File: config.mk
export PLATFORM = sky130hd
export DESIGN_NAME = uart_rx
export DESIGN_NICKNAME = d
export VERILOG_FILES = /design/src/rtl/uart_rx.sv
export SDC_FILE = /design/constraint.sdc
export NUM_CORES = 1
export LEC_CHECK = 0
export CAP_MARGIN = 30
export CELL_PAD_IN_SITES_DETAIL_PLACEMENT = 1
export CELL_PAD_IN_SITES_GLOBAL_PLACEMENT = 2
export CORE_MARGIN = 2
export CORE_UTILIZATION = 32
export DETAILED_ROUTE_END_ITERATION = 10
export DONT_BUFFER_PORTS = 1
export PLACE_DENSITY = 0.64
export SYNTH_ARGS = -nofsm -noshare
export SYNTH_HDL_FRONTEND = slang
export SYNTH_SLANG_ARGS = --single-unit
File: constraint.sdc
create_clock -name clk -period 3.3 [get_ports clk]
set_clock_uncertainty 0.2 [all_clocks]
set_input_delay 0.33 -clock clk [delete_from_list [all_inputs] [get_ports clk]]
set_output_delay 0.33 -clock clk [all_outputs]
set_load 0.01 [all_outputs]
File: src/rtl/uart_rx.sv
// -----------------------------------------------------------------------------
// uart_rx
//   Receive-only UART for 8N1 frames, LSB first. The receiving counterpart of
//   uart_tx; it shares the same clock_frequency / baud_rate parameters.
//
//   Optional feature macro: UART_RX_FRAME_ERR_EN
//     defined   : a low stop bit pulses frame_err, drops the byte and parks the
//                 FSM in BREAK until the line returns high.
//     undefined : the stop bit is not checked, every frame updates data, and
//                 frame_err is constant 0.
//
//   Ports
//     clk       : system clock, rising edge
//     rst_n     : asynchronous active-low reset
//     rx        : serial line, idle high, asynchronous to clk
//     data      : last correctly received byte, held until the next valid
//     valid     : one-cycle strobe when data updates
//     busy      : high whenever the receiver is not idle
//     frame_err : one-cycle strobe on a bad stop bit (macro build only)
// -----------------------------------------------------------------------------
module uart_rx #(
  parameter int clock_frequency = 12000000,
  parameter int baud_rate       = 9600
) (
  input  logic       clk,
  input  logic       rst_n,
  input  logic       rx,
  output logic [7:0] data,
  output logic       valid,
  output logic       busy,
  output logic       frame_err
);

  localparam int CPP  = clock_frequency / baud_rate;
  localparam int HALF = CPP / 2;
  localparam logic [15:0] CPP_M1  = 16'(CPP - 1);
  localparam logic [15:0] HALF_M1 = 16'(HALF - 1);

  typedef enum logic [2:0] {
    S_IDLE,
    S_START,
    S_DATA,
    S_STOP,
    S_BREAK
  } state_t;

  logic        r_rx_meta;
  logic        r_rx_s;
  state_t      r_state;
  logic [15:0] r_cnt;
  logic [2:0]  r_bit_cnt;
  logic [7:0]  r_shift;
  logic [7:0]  r_data;
  logic        r_valid;
  logic        r_frame_err;

  state_t      w_state_next;
  logic [15:0] w_cnt_next;
  logic [2:0]  w_bit_cnt_next;
  logic [7:0]  w_shift_next;
  logic [7:0]  w_data_next;
  logic        w_valid_next;
  logic        w_frame_err_next;
  logic        w_cnt_zero;

  assign w_cnt_zero = (r_cnt == 16'd0);

  // Two-flop synchroniser; reset to the idle level so a reset never looks
  // like a start edge.
  always_ff @(posedge clk or negedge rst_n) begin
    if (!rst_n) begin
      r_rx_meta <= 1'b1;
      r_rx_s    <= 1'b1;
    end else begin
      r_rx_meta <= rx;
      r_rx_s    <= r_rx_meta;
    end
  end

  always_ff @(posedge clk or negedge rst_n) begin
    if (!rst_n) begin
      r_state     <= S_IDLE;
      r_cnt       <= 16'd0;
      r_bit_cnt   <= 3'd0;
      r_shift     <= 8'd0;
      r_data      <= 8'd0;
      r_valid     <= 1'b0;
      r_frame_err <= 1'b0;
    end else begin
      r_state     <= w_state_next;
      r_cnt       <= w_cnt_next;
      r_bit_cnt   <= w_bit_cnt_next;
      r_shift     <= w_shift_next;
      r_data      <= w_data_next;
      r_valid     <= w_valid_next;
      r_frame_err <= w_frame_err_next;
    end
  end

  always_comb begin
    w_state_next     = r_state;
    w_cnt_next       = r_cnt;
    w_bit_cnt_next   = r_bit_cnt;
    w_shift_next     = r_shift;
    w_data_next      = r_data;
    w_valid_next     = 1'b0;
    w_frame_err_next = 1'b0;

    case (r_state)
      S_IDLE: begin
        if (!r_rx_s) begin
          // First wait only half a bit so every later sample lands mid-bit.
          w_cnt_next   = HALF_M1;
          w_state_next = S_START;
        end
      end

      S_START: begin
        if (w_cnt_zero) begin
          if (!r_rx_s) begin
            w_cnt_next     = CPP_M1;
            w_bit_cnt_next = 3'd0;
            w_state_next   = S_DATA;
          end else begin
            // Line went back high before mid-start: treat as a glitch.
            w_state_next = S_IDLE;
          end
        end else begin
          w_cnt_next = r_cnt - 16'd1;
        end
      end

      S_DATA: begin
        if (w_cnt_zero) begin
          w_shift_next = {r_rx_s, r_shift[7:1]};
          w_cnt_next   = CPP_M1;
          if (r_bit_cnt == 3'd7) begin
            w_state_next = S_STOP;
          end else begin
            w_bit_cnt_next = r_bit_cnt + 3'd1;
          end
        end else begin
          w_cnt_next = r_cnt - 16'd1;
        end
      end

      S_STOP: begin
        if (w_cnt_zero) begin
`ifdef UART_RX_FRAME_ERR_EN
          if (r_rx_s) begin
            w_data_next  = r_shift;
            w_valid_next = 1'b1;
            w_state_next = S_IDLE;
          end else begin
            w_frame_err_next = 1'b1;
            w_state_next     = S_BREAK;
          end
`else
          w_data_next  = r_shift;
          w_valid_next = 1'b1;
          w_state_next = S_IDLE;
`endif
        end else begin
          w_cnt_next = r_cnt - 16'd1;
        end
      end

      S_BREAK: begin
        // Hold off until the line is released so a long low level cannot
        // be mistaken for a fresh start bit.
        if (r_rx_s) begin
          w_state_next = S_IDLE;
        end
      end

      default: begin
        w_state_next = S_IDLE;
      end
    endcase
  end

  assign data      = r_data;
  assign valid     = r_valid;
  assign busy      = (r_state != S_IDLE);
  assign frame_err = r_frame_err;

endmodule
==> impl_metrics.toml, run 1 <==
[placed_design]
place_congestion = 0.830
dpl.hpwl_um = 3700
numPortBuffers = 0

[run_status]
outcome = "finished, final reports clean"

[min_path]
min_from = "r_rx_meta"
hold_path_class = "reg -> reg"

[yosys]
synth_top_area_share_pct = 45.0
yosys-top-cells-area = "dfrtp_1, mux2_2, ha_1, nor2_1, a21oi_1"
yosys.area.top_type = "dfrtp_1"
synth_edf_count = 0
synthCells = 196
avgSynthCellArea_um2 = 10.8
synthArstFlopShare_pct = 100
synth.distinct_cells = 56
synth_seq_cells = 40
yosysWarningCount = 0
ys.flop_type = "dfrtp_1"
syn_nets = 207
netlist_area_mm2 = 0.00211
seq_area_frac_synth_pct = 47.5

[pwr]
cellLeakagePower_nw = 1.09
power-per-cell-area_mw_per_mm2 = 395
peakVddDrop_mv = 0.176
total_power_mw = 0.932

[die]
fp.dieH_um = 85.3
ioPinCount = 14
die_x_um = 85.3
rows = 29
core-area_mm2 = 0.00639
start_util_pct = 33.1
die_area_mm2 = 0.00727

[timing]
worstMarginPinSlew_ns = 0.607
rsz0062_at_grt = "no"
finalSetupTns_ns = 0
whs_ns = 0.160
finalSetupViolCount = 0
min_period_over_period_pct = 84.7
min_period_ns = 2.80
relSlewSlack_pct = 59.2
finalHoldViolations = 0
clock.fmax_ghz = 0.358
final_max_slew_viol_count = 0

[global_routing]
grt_pass1_vias = 1696
track_usage_pct = 15.0
grt_overflow = 0
grt_max_degree = 41
grt_antenna_before_repair = 0
grt_pass1_wl_um = 8650

[clocking]
clk_path_buf_depth = 2
post_cts_resized = 0
cts_tree = "done"
cts_made_buffers = 5
htree_levels = 2
clk_pin_slew_worst_paths_ns = 0.09
cts.sinks = 40
insertion_delay_ns = 0.30
clock-root-buffer = "clkbuf_8"

[detailed_routing]
wire_per_inst_um = 18.1
drt-pass1-iter-count = 4
routed_wl_um = 5110
drt_iter0_drc = 22
ant_nets = 0
drcViolationCount = 0
routed_via_density = 5.66
vias = 1597

[worst_setup_path]
cp_data_required_time_ns = 3.27
end_kind = "register"
crit_type = "reg -> reg"
crit_arrival_ns = 2.76
worst_setup_path_start_kind = "register"
reg2reg_from = "r_cnt[0]"
cp-startpoint = "r_cnt[0]"
r2r_slack_ns = 0.50
path_max_fanout = 9

[layout]
utilization_pct = 36.9
area_growth_pct = 11.6
n_antenna_cell = 0
final_layout_size_suffix_gt1_share_pct = 21.0
nets = 215

[flow_run]
drv_cap = 0
-- state kept, by name (all words and copies together) (netlist names) --
| name | flops |
|---|---|
| r_state | 2 |
| r_bit_cnt | 3 |
| r_rx_s | 1 |
| r_shift | 8 |
| r_rx_meta | 1 |
| valid | 1 |
| r_cnt | 16 |
| data | 8 |
-- final cells by class --
type	count	area, µm²
inverters	9	33.8
repair buffers	5	55.1
clock buffers	5	68.8
flip-flops and latches	40	1000
fillers	710	4030
multi-input cells	143	1050
clock inverters	3	46.3
well taps	77	96.3
-- final timing paths --
check | end | cells after the start
setup / recovery | r_cnt[14] | 7
hold / removal | r_rx_s | 0
setup reg to reg | r_cnt[14] | 7
hold reg to reg | r_rx_s | 0
max in group asynchronous | r_rx_meta | 2
min in group asynchronous | r_cnt[2] | 2
-- power by group --
| part | internal, mW | leakage [nW] | switching [mW] |
|---|---|---|---|
| logic | 0.00589 | 0.491 | 0.0151 |
| registers | 0.492 | 0.541 | 0.00158 |
| clock network | 0.228 | 0.0548 | 0.190 |
| total | 0.726 | 1.09 | 0.207 |
-- critical path, stage by stage, from the launching register on --
cell and delay, ns:
dfrtp_1 0.43, inv_1 0.10, ha_1 0.20, nor3b_2 0.43
nand3_2 0.22, nor3_4 0.41, mux2i_2 0.57, nor2_1 0.11
-- synth_stat cells, drive strengths merged, types with 2 or more instances --
library cell	number
dfstp	2
dfrtp	38
a41oi	2
nor4	4
a21oi	12
mux2	16
nor3b	2
nand2	10
mux2i	4
a22o	2
buf	3
o41ai	2
or4	2
ha	8
a211oi	4
nand2b	2
a31oi	2
nor2	18
xnor2	3
nor3	8
a21o	2
o22ai	2
or3	2
o21ai	9
nand3	11
inv	9
-- metrics by stage --
stage,cell area [µm²],setup WS [ns],cells
2_1_floorplan,2110,0.989,196
3_3_place_gp,2200,0.680,271
3_5_place_dp,2200,0.517,271
4_1_cts,2360,0.479,282
5_1_grt,2360,0.266,282
6_report,2360,0.504,282
-- timing repair --
item	in CTS	in global routing
buffers inserted	0	0
hold endpoints to repair	41	0
hold buffers	3	0
-- metal layers --
layer / vias to the layer above / global-route usage (%) / wire (µm)
met3: 14 / 3.40 / 198
li1: 737 / - / -
met2: 37 / 25.2 / 2540
met4: 0 / 5.05 / 78
met5: - / 0 / 0
met1: 809 / 18.9 / 2290
-- cells by family after synthesis --
logic type | count (synthesis) | synth area share (%)
other | 1 | 0.177
buffers and inverters | 13 | 2.60
flip-flops | 40 | 47.5
XOR/XNOR | 3 | 1.24
AND/OR/NAND/NOR | 64 | 17.7
multiplexers | 20 | 10.6
AO/OA/AOI/OAI | 47 | 15.5
adder cells (fa/ha/maj) | 8 | 4.74
-- cells in the final DEF (no fill, tap or decap), types with 3 or more instances in the layout --
cell type / netlist / final
dfrtp_1: 38 / 38
nor2_1: 17 / 17
mux2_2: 16 / 16
a21oi_1: 11 / 11
nand3_1: 10 / 10
inv_1: 9 / 9
nand2_1: 9 / 9
o21ai_0: 8 / 8
ha_1: 8 / 8
nor3_1: 6 / 6
clkbuf_8: 0 / 5
nor4_1: 3 / 3
xnor2_1: 3 / 3
mux2i_1: 3 / 3
Power figures use the tool's default switching activity.
==> run 2, diff against run 1 <==
- PLACE_DENSITY: 0.64 -> 0.66
- clock period: 3.3 -> 2.5 ns (I/O delays scaled with it)
==> run 2 against run 1 <==
Effect of this change: via count about the same; non-clock buffer count increased by 10; worst setup slack got worse by 0.36 ns; count of clock-buffer cells in the layout increased by 1; die area unchanged; sequential share of layout area decreased by 1.6 points; maximum frequency increased by 19%; sequential power increased by 32%; final cell count increased by 3.5%; clock power increased by 33%; critical path depth unchanged; total power increased by 33%; largest power group unchanged; highest routed layer unchanged.
==> impl_metrics.toml, run 2 (synthesized netlist as in run 1, its figures left out) <==
[worst_setup_path]
reg2reg_from = "r_cnt[0]"
max_stage_delay_ns = 0.42
rr_worst_depth = 7
r2r-end = "r_bit_cnt[0]"
cp-startpoint = "r_cnt[0]"
cp_data_required_time_ns = 2.47
crit_type = "reg -> reg"
r2r_slack_ns = 0.15
worst_setup_path_start_kind = "register"
crit_slowest_cell = "dfrtp_1"
crit_arrival_ns = 2.33
worstPathCellList = "inv_1 > ha_1 > nor3b_4 > buf_4 > and3_2 > nand3_1 > a221o_1"
end_kind = "register"
path_max_fanout = 7

[die]
core-area_mm2 = 0.00639
start_util_pct = 33.1
die_area_mm2 = 0.00727
rows = 29
ioPinCount = 14
die_x_um = 85.3
fp.dieH_um = 85.3

[layout]
n_antenna_cell = 0
final_layout_size_suffix_gt1_share_pct = 24.7
layout_common_cells = "dfrtp_1, nor2_1, mux2_2"
final_common_cell = "dfrtp_1"
largest_reg_flops = 16
area_growth_pct = 16.1
regArea_mm2 = 0.00100
utilization_pct = 38.4
multi_input_area_mm2 = 0.00107
nets = 225
fillers = 699
top_register = "r_cnt"

[clocking]
insertion_delay_ns = 0.29
clk_pin_slew_worst_paths_ns = 0.08
clock-root-buffer = "clkbuf_8"
cts_made_buffers = 5
clk_path_buf_depth = 2
cts_tree = "done"
cts.sinks = 40
htree_levels = 2

[global_routing]
grt_antenna_before_repair = 0
grt_pass1_wl_um = 8850
grt_max_degree = 41
grt_pass1_vias = 1753
track_usage_pct = 15.4
grt_overflow = 0

[run_status]
outcome = "finished, final reports clean"

[pwr]
p_seq_share_pct = 52.7
internal-power_mw = 0.984
combPwrFrac_pct = 2.2
power-per-cell-area_mw_per_mm2 = 504
peakVddDrop_mv = 0.359
switching_share_pct = 20.5
p_sw_mw = 0.253
pwr-share-clk_pct = 45.1
cellLeakagePower_nw = 1.15
total_power_mw = 1.24

[timing]
relSlewSlack_pct = 65.3
min_period_ns = 2.35
finalSetupTns_ns = 0
rsz0062_at_grt = "no"
worstMarginPinSlew_ns = 0.520
final_max_slew_viol_count = 0
finalHoldViolations = 0
finalSetupViolCount = 0
clock.fmax_ghz = 0.425
min_period_over_period_pct = 94.1

[detailed_routing]
drt-pass1-iter-count = 5
ant_nets = 0
drt_iter0_drc = 64
routed_via_density = 5.47
vias = 1598
routed_wl_um = 5080
drcViolationCount = 0
wire_per_inst_um = 17.4

[min_path]
hold_path_class = "reg -> reg"
min_from = "r_rx_meta"
worstHoldPathCells = 0
min_to = "r_rx_s"

[placed_design]
numPortBuffers = 0
dpl.hpwl_um = 3780
place_congestion = 0.774

[flow_run]
drv_cap = 0
## run 2: cell types whose count changed in the layout (fill, tap and decap cells not counted), sizes merged
| cell | change |
|---|---|
| clkinv | +1 |
| inv | -1 |
| buf | +10 |
| clkbuf | +1 |
| clkinvlp | -1 |
## run 2: metal layers
| layer | wire (µm) | up-vias | GRT usage [%] |
|---|---|---|---|
| met5 | 0 | - | 0 |
| met4 | 24 | 0 | 3.46 |
| met3 | 163 | 2 | 3.70 |
| met2 | 2600 | 17 | 27.1 |
| met1 | 2290 | 828 | 19.2 |
| li1 | - | 751 | - |
## run 2: through the flow
stage | worst slack, ns | cells | area [µm²] | hold WS, ns
6_report | 0.146 | 292 | 2450 | 0.160
5_1_grt | 0.000551 | 292 | 2450 | 0.163
4_1_cts | 0.141 | 291 | 2430 | 0.161
3_5_place_dp | 0.172 | 280 | 2270 | -0.244
3_3_place_gp | 0.200 | 280 | 2270 | -0.244
2_1_floorplan | 0.189 | 196 | 2110 | -0.246
## run 2: layout make-up
cell class | instances | area share, %
multi-input combinational | 143 | 43.5
sequential | 40 | 40.9
timing repair buffer | 15 | 5.30
tap | 77 | 3.93
clock buffer | 6 | 3.37
clock inverter | 2 | 1.58
inverter | 9 | 1.38
## run 2: worst max-delay path by stage
| stage | end | slack [ns] | depth (start not counted) |
|---|---|---|---|
| final | r_bit_cnt[0] | 0.15 | 7 |
| after global routing | r_cnt[3] | 0.0006 | 8 |
| after CTS | r_cnt[6] | 0.14 | 5 |
| after detailed placement | r_cnt[6] | 0.17 | 5 |
| after global placement | r_cnt[6] | 0.20 | 5 |
| after floorplan | r_cnt[14] | 0.19 | 8 |
## run 2: what timing repair did
action,4_1_cts,5_1_grt
hold endpoints to repair,41,0
gates resized for setup,0,2
setup endpoints to repair,0,19
hold buffers,3,0
buffers inserted,0,1
## run 2: power by group through the flow
stage	Clock, mW	Combinational (mW)	Sequential (mW)
floorplan	0	0.00839	0.664
global placement	0	0.00862	0.665
detailed placement	0	0.00870	0.664
CTS	0.584	0.0285	0.651
global route	0.611	0.0323	0.652
finish	0.558	0.0274	0.651
## run 2: critical path: cells and delay by family (launching register included)
kind	cells	cell delay, ns
buf+inv	2	0.28
fa+ha+maj	1	0.21
compound gates	1	0.38
simple gates	3	0.76
flops	1	0.42
